File: config.mk
export PLATFORM = sky130hd
export DESIGN_NAME = wb_lane_buffer_4x32
export DESIGN_NICKNAME = d
export VERILOG_FILES = /design/src/rtl/wb_lane_buffer_4x32_pkg.sv /design/src/rtl/wb_lane_buffer_4x32_rr_arbiter_4.sv /design/src/rtl/wb_lane_buffer_4x32.sv
export SDC_FILE = /design/constraint.sdc
export NUM_CORES = 1
export LEC_CHECK = 0
export CORE_MARGIN = 1.5
export CORE_UTILIZATION = 35
export CTS_CLUSTER_DIAMETER = 40
export DETAILED_ROUTE_END_ITERATION = 12
export GPL_TIMING_DRIVEN = 0
export PLACE_DENSITY_LB_ADDON = 0.3
export SKIP_LAST_GASP = 1
export SLEW_MARGIN = 5
export SYNTH_ARGS = -nofsm -noshare
export SYNTH_HDL_FRONTEND = slang
export SYNTH_HIERARCHICAL = 1
export SYNTH_SLANG_ARGS = --single-unit
File: constraint.sdc
create_clock -name clk -period 4.9 [get_ports clk]
set_clock_uncertainty 0.1 [all_clocks]
set_input_delay 1.47 -clock clk [delete_from_list [all_inputs] [get_ports clk]]
set_output_delay 1.47 -clock clk [all_outputs]
set_load 0.01 [all_outputs]
File: src/rtl/wb_lane_buffer_4x32_pkg.sv
// Shared definitions for the four-slot write-back lane buffer and its arbiter.
package wb_lane_buffer_4x32_pkg;

  localparam int NSLOT      = 4;
  localparam int SLOT_IDX_W = 2;
  localparam int W_DEFAULT  = 32;

  typedef logic [SLOT_IDX_W-1:0] slot_idx_t;

  // Number of set bits in a four-bit valid vector, 0..4.
  function automatic logic [2:0] popcount4(input logic [NSLOT-1:0] v);
    return {2'b00, v[0]} + {2'b00, v[1]} + {2'b00, v[2]} + {2'b00, v[3]};
  endfunction

endpackage

File: src/rtl/wb_lane_buffer_4x32_rr_arbiter_4.sv
// Combinational four-way round-robin arbiter: grants the first requester
// found when searching from ptr upward, wrapping modulo 4.
module rr_arbiter_4
  import wb_lane_buffer_4x32_pkg::*;
(
  input  logic [NSLOT-1:0] req,
  input  slot_idx_t        ptr,
  output slot_idx_t        gnt_idx,
  output logic             gnt_vld
);

  slot_idx_t candIdx;

  // Scan from the farthest offset back to ptr so the closest requester wins.
  always_comb begin
    gnt_idx = '0;
    gnt_vld = |req;
    candIdx = '0;
    for (int i = NSLOT - 1; i >= 0; i--) begin
      candIdx = ptr + slot_idx_t'(i);
      if (req[candIdx]) begin
        gnt_idx = candIdx;
      end
    end
  end

endmodule

File: src/rtl/wb_lane_buffer_4x32.sv
// Four-slot holding buffer behind the 1-to-4 write-data demux. Each lane
// loads its own slot; buffered words drain one per handshake, round-robin,
// toward the single write-back port.
module wb_lane_buffer_4x32
  import wb_lane_buffer_4x32_pkg::*;
#(
  parameter int W = W_DEFAULT
) (
  input  logic            clk,
  input  logic            rst,
  input  logic            wr_en,
  input  logic [1:0]      wr_sel,
  input  logic [W-1:0]    lane_d0,
  input  logic [W-1:0]    lane_d1,
  input  logic [W-1:0]    lane_d2,
  input  logic [W-1:0]    lane_d3,
  output logic            wr_ready,
  output logic            out_valid,
  input  logic            out_ready,
  output logic [W-1:0]    out_data,
  output logic [1:0]      out_slot,
  output logic [2:0]      occupancy
);

  logic [W-1:0]     slot_data_q [NSLOT];
  logic [NSLOT-1:0] slot_vld_q;
  logic [NSLOT-1:0] slot_vld_d;
  slot_idx_t        rr_ptr_q;
  slot_idx_t        rr_ptr_d;
  logic [2:0]       occupancy_q;
  logic [2:0]       occupancy_d;

  slot_idx_t        gnt;
  logic             gntVld;
  logic             drainAcc;
  logic             wrAcc;
  logic [W-1:0]     laneSel;

  rr_arbiter_4 u_arb (
    .req     (slot_vld_q),
    .ptr     (rr_ptr_q),
    .gnt_idx (gnt),
    .gnt_vld (gntVld)
  );

  // Pick the data of the lane the demux is currently steering; others are ignored.
  always_comb begin
    laneSel = '0;
    case (wr_sel)
      2'd0:    laneSel = lane_d0;
      2'd1:    laneSel = lane_d1;
      2'd2:    laneSel = lane_d2;
      default: laneSel = lane_d3;
    endcase
  end

  // Handshakes and presentation; a slot being drained this cycle may be refilled.
  always_comb begin
    out_valid = gntVld;
    drainAcc  = gntVld & out_ready;
    wr_ready  = ~slot_vld_q[wr_sel] | (drainAcc & (gnt == wr_sel));
    wrAcc     = wr_en & wr_ready;
    out_data  = gntVld ? slot_data_q[gnt] : '0;
    out_slot  = gntVld ? gnt : '0;
    occupancy = occupancy_q;
  end

  // Next-state valid bits and pointer: the write's set wins over the drain's clear.
  always_comb begin
    slot_vld_d = slot_vld_q;
    rr_ptr_d   = rr_ptr_q;
    if (drainAcc) begin
      slot_vld_d[gnt] = 1'b0;
      rr_ptr_d        = gnt + slot_idx_t'(1);
    end
    if (wrAcc) begin
      slot_vld_d[wr_sel] = 1'b1;
    end
    occupancy_d = popcount4(slot_vld_d);
  end

  // State registers with synchronous reset that discards all buffered words.
  always_ff @(posedge clk) begin
    if (rst) begin
      slot_vld_q  <= '0;
      rr_ptr_q    <= '0;
      occupancy_q <= '0;
      for (int i = 0; i < NSLOT; i++) begin
        slot_data_q[i] <= '0;
      end
    end else begin
      slot_vld_q  <= slot_vld_d;
      rr_ptr_q    <= rr_ptr_d;
      occupancy_q <= occupancy_d;
      if (wrAcc) begin
        slot_data_q[wr_sel] <= laneSel;
      end
    end
  end

endmodule

Word level (Yosys, flattened, before mapping) --
Memories as Yosys holds them, arrays and structs flattened. Cells that the tools add are included. W data, S select, Z words.
Word-level totals: bits in registers 9, memory bits (writable) 128, output and inout bits 39, logic and storage cells 66, memories 1
Memories:
- slot_data_q | depth 4, bits a word 32, rd ports 1, clocked after memory_dff 0, write ports 4, line wb_lane_buffer_4x32.sv:25 | logic [W-1:0] slot_data_q [NSLOT];
Cells by class: $add $sub $neg 7, magnitude comparators 8, equal/unequal tests 3, multiplexer cells 31, bitwise operators 8, reduce and logical (&&, ||, !) cells 5
Operators with widths (count):
- $pmux W32 S3 | 1
- $mux W32 | 2
- $reduce_or A32 Y1 | 1
- $lt A2 B3 Y1 const B | 6
- $mux W1 | 13
- $mux W2 | 6
- $bmux W1 S2 | 5
- $mux W4 | 2
- $add A2 B1 Y2 const B | 2
- $add A2 B2 Y2 const B | 2
- $and A4 B4 Y4 | 1
- $demux W1 S2 | 2
- $ge A2 B1 Y1 const B | 2
- $not A4 Y4 | 1
- $or A4 B4 Y4 | 1
- $reduce_or A4 Y1 | 1
- $add A2 B1 Y3 | 1
- $add A3 B1 Y3 | 1
- $and A1 B1 Y1 | 3
- $add A1 B1 Y2 | 1
- $eq A2 B1 Y1 const B | 1
- $eq A2 B2 Y1 | 1
- $eq A2 B2 Y1 const B | 1
- $logic_and A1 B1 Y1 | 2
- other kinds (3) | 3

Longest topological paths before layout --
Gate-level depths: netlist of run 1.
depth in word-level cells 19, gate-level depth with buffers 13, gate-level depth less buffers 11

Modules after synthesis --
Netlist of run 1, hierarchy kept.
Modules (own cells, without submodules):
- wb_lane_buffer_4x32 | instances 1, cells an instance 487, area an instance 7358.3 um^2
- rr_arbiter_4 | instances 1, cells an instance 13, area an instance 77.6 um^2

Worst setup path after synthesis of run 1 --
No wires, ideal clock.
kind input port to flip-flop, start input wr_sel[1], end memory slot_data_q[3][0] in the netlist's numbering, enable pin, setup time 432 ps, arrival time 3738 ps, path slack 630 ps, cell stages on the path 5, path buffers 3, path through buf_4 > buf_2 > buf_2 > a31oi_1 > a21oi_1
RTL lines:
- start, declared | line wb_lane_buffer_4x32.sv:12 | input logic [1:0] wr_sel,
- end, declared | line wb_lane_buffer_4x32.sv:25

Final worst setup path of run 1 --
start input out_ready, end output wr_ready
Between the ends: word-level cells in the longest chain between the ends 3
RTL lines:
- start, declared | line wb_lane_buffer_4x32.sv:19 | input logic out_ready,
- $and A1 B1 Y1 | line wb_lane_buffer_4x32.sv:60 | drainAcc = gntVld & out_ready;
- $and A1 B1 Y1 | line wb_lane_buffer_4x32.sv:61 | wr_ready = ~slot_vld_q[wr_sel] | (drainAcc & (gnt == wr_sel));
- $or A1 B1 Y1 | line wb_lane_buffer_4x32.sv:61
- end, declared | line wb_lane_buffer_4x32.sv:17 | output logic wr_ready,
No other way between the ends.

==> flow_metrics.tcl, run 1 <==
set metrics [dict create \
    status "finished, final reports clean" \
    clockBufferDepth 2 \
    num_antenna_cells 0 \
    fill_cells 1838 \
    synth_cell_types 45 \
    setup_violation_total_in_the_final_timing_report 0 \
    syn_to_final_growth_pct 37.7 \
    viasPerCell 5.57 \
    detail_route.drc_violations 0 \
    route.final.wire_length_um 22600 \
    synthesis.yosys.warnings 6 \
    cts_made_buffers 17 \
    io-pin-count 173 \
    port-buffer-count 169 \
    met3RoutedLength_um 1620 \
    asyncSetResetFlopFracSynth 0 \
    critical_path_class "primary input to output pin" \
    ff2ff_path_depth 9 \
    synthesis.area_mm2 0.00744 \
    clockRootBuffer "clkbuf_16" \
    first_pass_grt_wire_length_um 33300 \
    crit-reg2reg-capture "slot_data_q[0][16]" \
    drive_above_1_share 0.199 \
    tritoncts_clock_tree "built" \
    grt_overflow_total 0 \
    finalWeightedCongestion 0.872 \
    worstSkewPairLatency_ns 0.42 \
    timing.critical_path.from_type "primary input" \
    h-tree-depth 4 \
    synth.net_count 641 \
    die_area_mm2 0.0221 \
    number_of_clock_sinks 137 \
    max-cap-violations 0 \
    critPathCaptureType "output pin" \
    post-layout-total-power_mw 3.33 \
    layout.cells.most_common_list "clkdlybuf4s50_1, edfxtp_1, and3_1" \
    relSlewSlack 0.493 \
    slew_violations 0 \
    synthCells 500 \
    clock_pin_slew_of_the_registers_on_the_worst_case_setup_and_hold_paths_ns 0.06 \
    grt_max_degree 19 \
    antenna_left 0 \
    worst_r2r_startpoint "slot_vld_q[1]" \
    whs_path_depth 2 \
    via_count 5455 \
    layout.nets 833 \
    dpl.hpwl_um 15600 \
    max_freq_mhz 205 \
    floorplan.die.width_um 149 \
    period_minus_slack_ns 4.87 \
    start_util 0.355 \
    ys.flop_type "edfxtp_1" \
    critical_path.max_fanout 10 \
    die_y_um 149 \
    first_pass_iters 5 \
    power.leakage_nw 3.94 \
    pwr_density_cell_mw_per_mm2 325 \
    post_cts_setup_buffers 0 \
    synth-edff-count 128 \
    number_of_global_route_vias_before_repair 5777 \
    cp_data_required_time_ns 3.33 \
    worstHoldPathType "register to register" \
    ys_ff_latch 137 \
    commonest_non_fill_non_tap_cell_in_the_layout "clkdlybuf4s50_1" \
    layout.core_utilization 0.489 \
    worst-endpoint-arrival_ns 3.30 \
    detail_route.wl_per_cell_um 23.0 \
    row_count 53 \
    core_area_mm2 0.0210 \
    post_synth.cell_area_avg_um2 14.9 \
    globalRouteTotalUtil 0.207 \
    worst_hold_slack_ns 0.449 \
    drt_first_iter_violations 467 \
    holdPathEnd "rr_ptr_q[1]" \
    routed-wl-met2_um 11500 \
    worst_ir_drop_vdd_uv 219 \
    min_delay_src "rr_ptr_q[1]" \
    worst_pin_slew_ns 0.761 \
    setup_repair_after_global_routing_missed_its_margin "yes" \
    grt_antenna_before_repair 0 \
    wire_length_on_met1_um 9000 \
    fraction_of_the_yosys_area_taken_by_sequential_cells 0.541 \
    final_hold_viol_count 0 \
    ff2ff_setup_slack_ns 1.10 \
    layout_worst_path_cycle_share 0.993 \
    top_routing_layer_used "met4" \
]
## critical path, cell delays in order
cell	delay, ns
clkdlybuf4s50_1	0.55
nand2_1	0.18
o31ai_4	0.34
buf_6	0.20
clkdlybuf4s50_1	0.54
## worst max-delay path by stage
stage / start / depth (start not counted) / end
3_5_place_dp: out_ready / 5 / wr_ready
5_1_grt: out_ready / 5 / wr_ready
3_3_place_gp: rst / 5 / slot_data_q[1][15]
6_report: out_ready / 5 / wr_ready
4_1_cts: out_ready / 5 / wr_ready
2_1_floorplan: wr_sel[1] / 5 / slot_data_q[3][0]
## through the flow
stage / instance area, um2 / std cells / worst slack [ns] / setup TNS (ns)
after CTS: 10200 / 980 / -0.0485 / -0.0485
after global placement: 9470 / 944 / -1.52 / -103.25
after detailed placement: 9610 / 948 / -0.234 / -0.234
final: 10200 / 980 / 0.0334 / 0
after global routing: 10200 / 980 / -0.0406 / -0.0406
after floorplan: 7440 / 500 / 0.630 / 0
## per-layer routing
| metal | GRT usage | vias to the layer above |
|---|---|---|
| li1 | - | 2386 |
| met1 | 0.261 | 2770 |
| met2 | 0.356 | 263 |
| met3 | 0.0465 | 36 |
| met4 | 0.0634 | 0 |
| met5 | 0 | - |
## synth_stat cells (all sizes together), types with 3 or more instances
cell	number	area, um2
a211oi	3	27.5
a21boi	34	255
a21oi	6	30.0
and2	35	219
and3	94	588
buf	27	186
clkbuf	23	86.3
dfxtp	9	180
edfxtp	128	3840
ha	6	75.1
inv	3	11.3
mux4	65	1460
nand2	11	41.3
nand3	7	35.0
nor2	7	26.3
nor2b	5	31.3
nor3b	3	22.5
o21ai	4	20.0
## flip-flops by register name, indices dropped and copies added (netlist names)
register,cells
rr_ptr_q,2
slot_data_q,128
occupancy,3
slot_vld_q,4
## power by group
part | total [mW] | leakage, nW | internal, mW | switching, mW
clock network | 1.31 | 0.287 | 0.803 | 0.505
logic | 0.631 | 2.25 | 0.341 | 0.290
registers | 1.39 | 1.41 | 1.37 | 0.0246
## repair_timing
item / in CTS / in global routing
pin swaps: 0 / 0
endpoints found under the hold margin: 0 / 0
cloned: 0 / 0
endpoints found under the setup margin: 28 / 25
hold buffers: 0 / 0
gates resized for setup: 7 / 3
## kinds of logic after synthesis
group,synth area share
AND/OR/NAND/NOR,0.139
flip-flops,0.541
multiplexers,0.201
AO/OA/AOI/OAI,0.0611
buffers and inverters,0.0382
adder cells (fa/ha/maj),0.0128
XOR/XNOR,0.00673
## layout make-up
type,instances,area [um2],share of cell area
plain buffers,50,289,0.0282
clock buffers,18,429,0.0419
clock inverters,14,171,0.0167
inverters,3,11.3,0.00110
multi-input cells,310,3170,0.309
flip-flops and latches,137,4030,0.393
well taps,275,344,0.0336
repair buffers,173,1800,0.176
Power figures use the tool's default switching activity.
==> run 2, diff against run 1 <==
CAP_MARGIN = 20   (was not set)
HOLD_SLACK_MARGIN = 0.12   (was not set)
==> results of run 2 <==
Same layout as run 1: the final DEF is identical, and so are final timing and power.
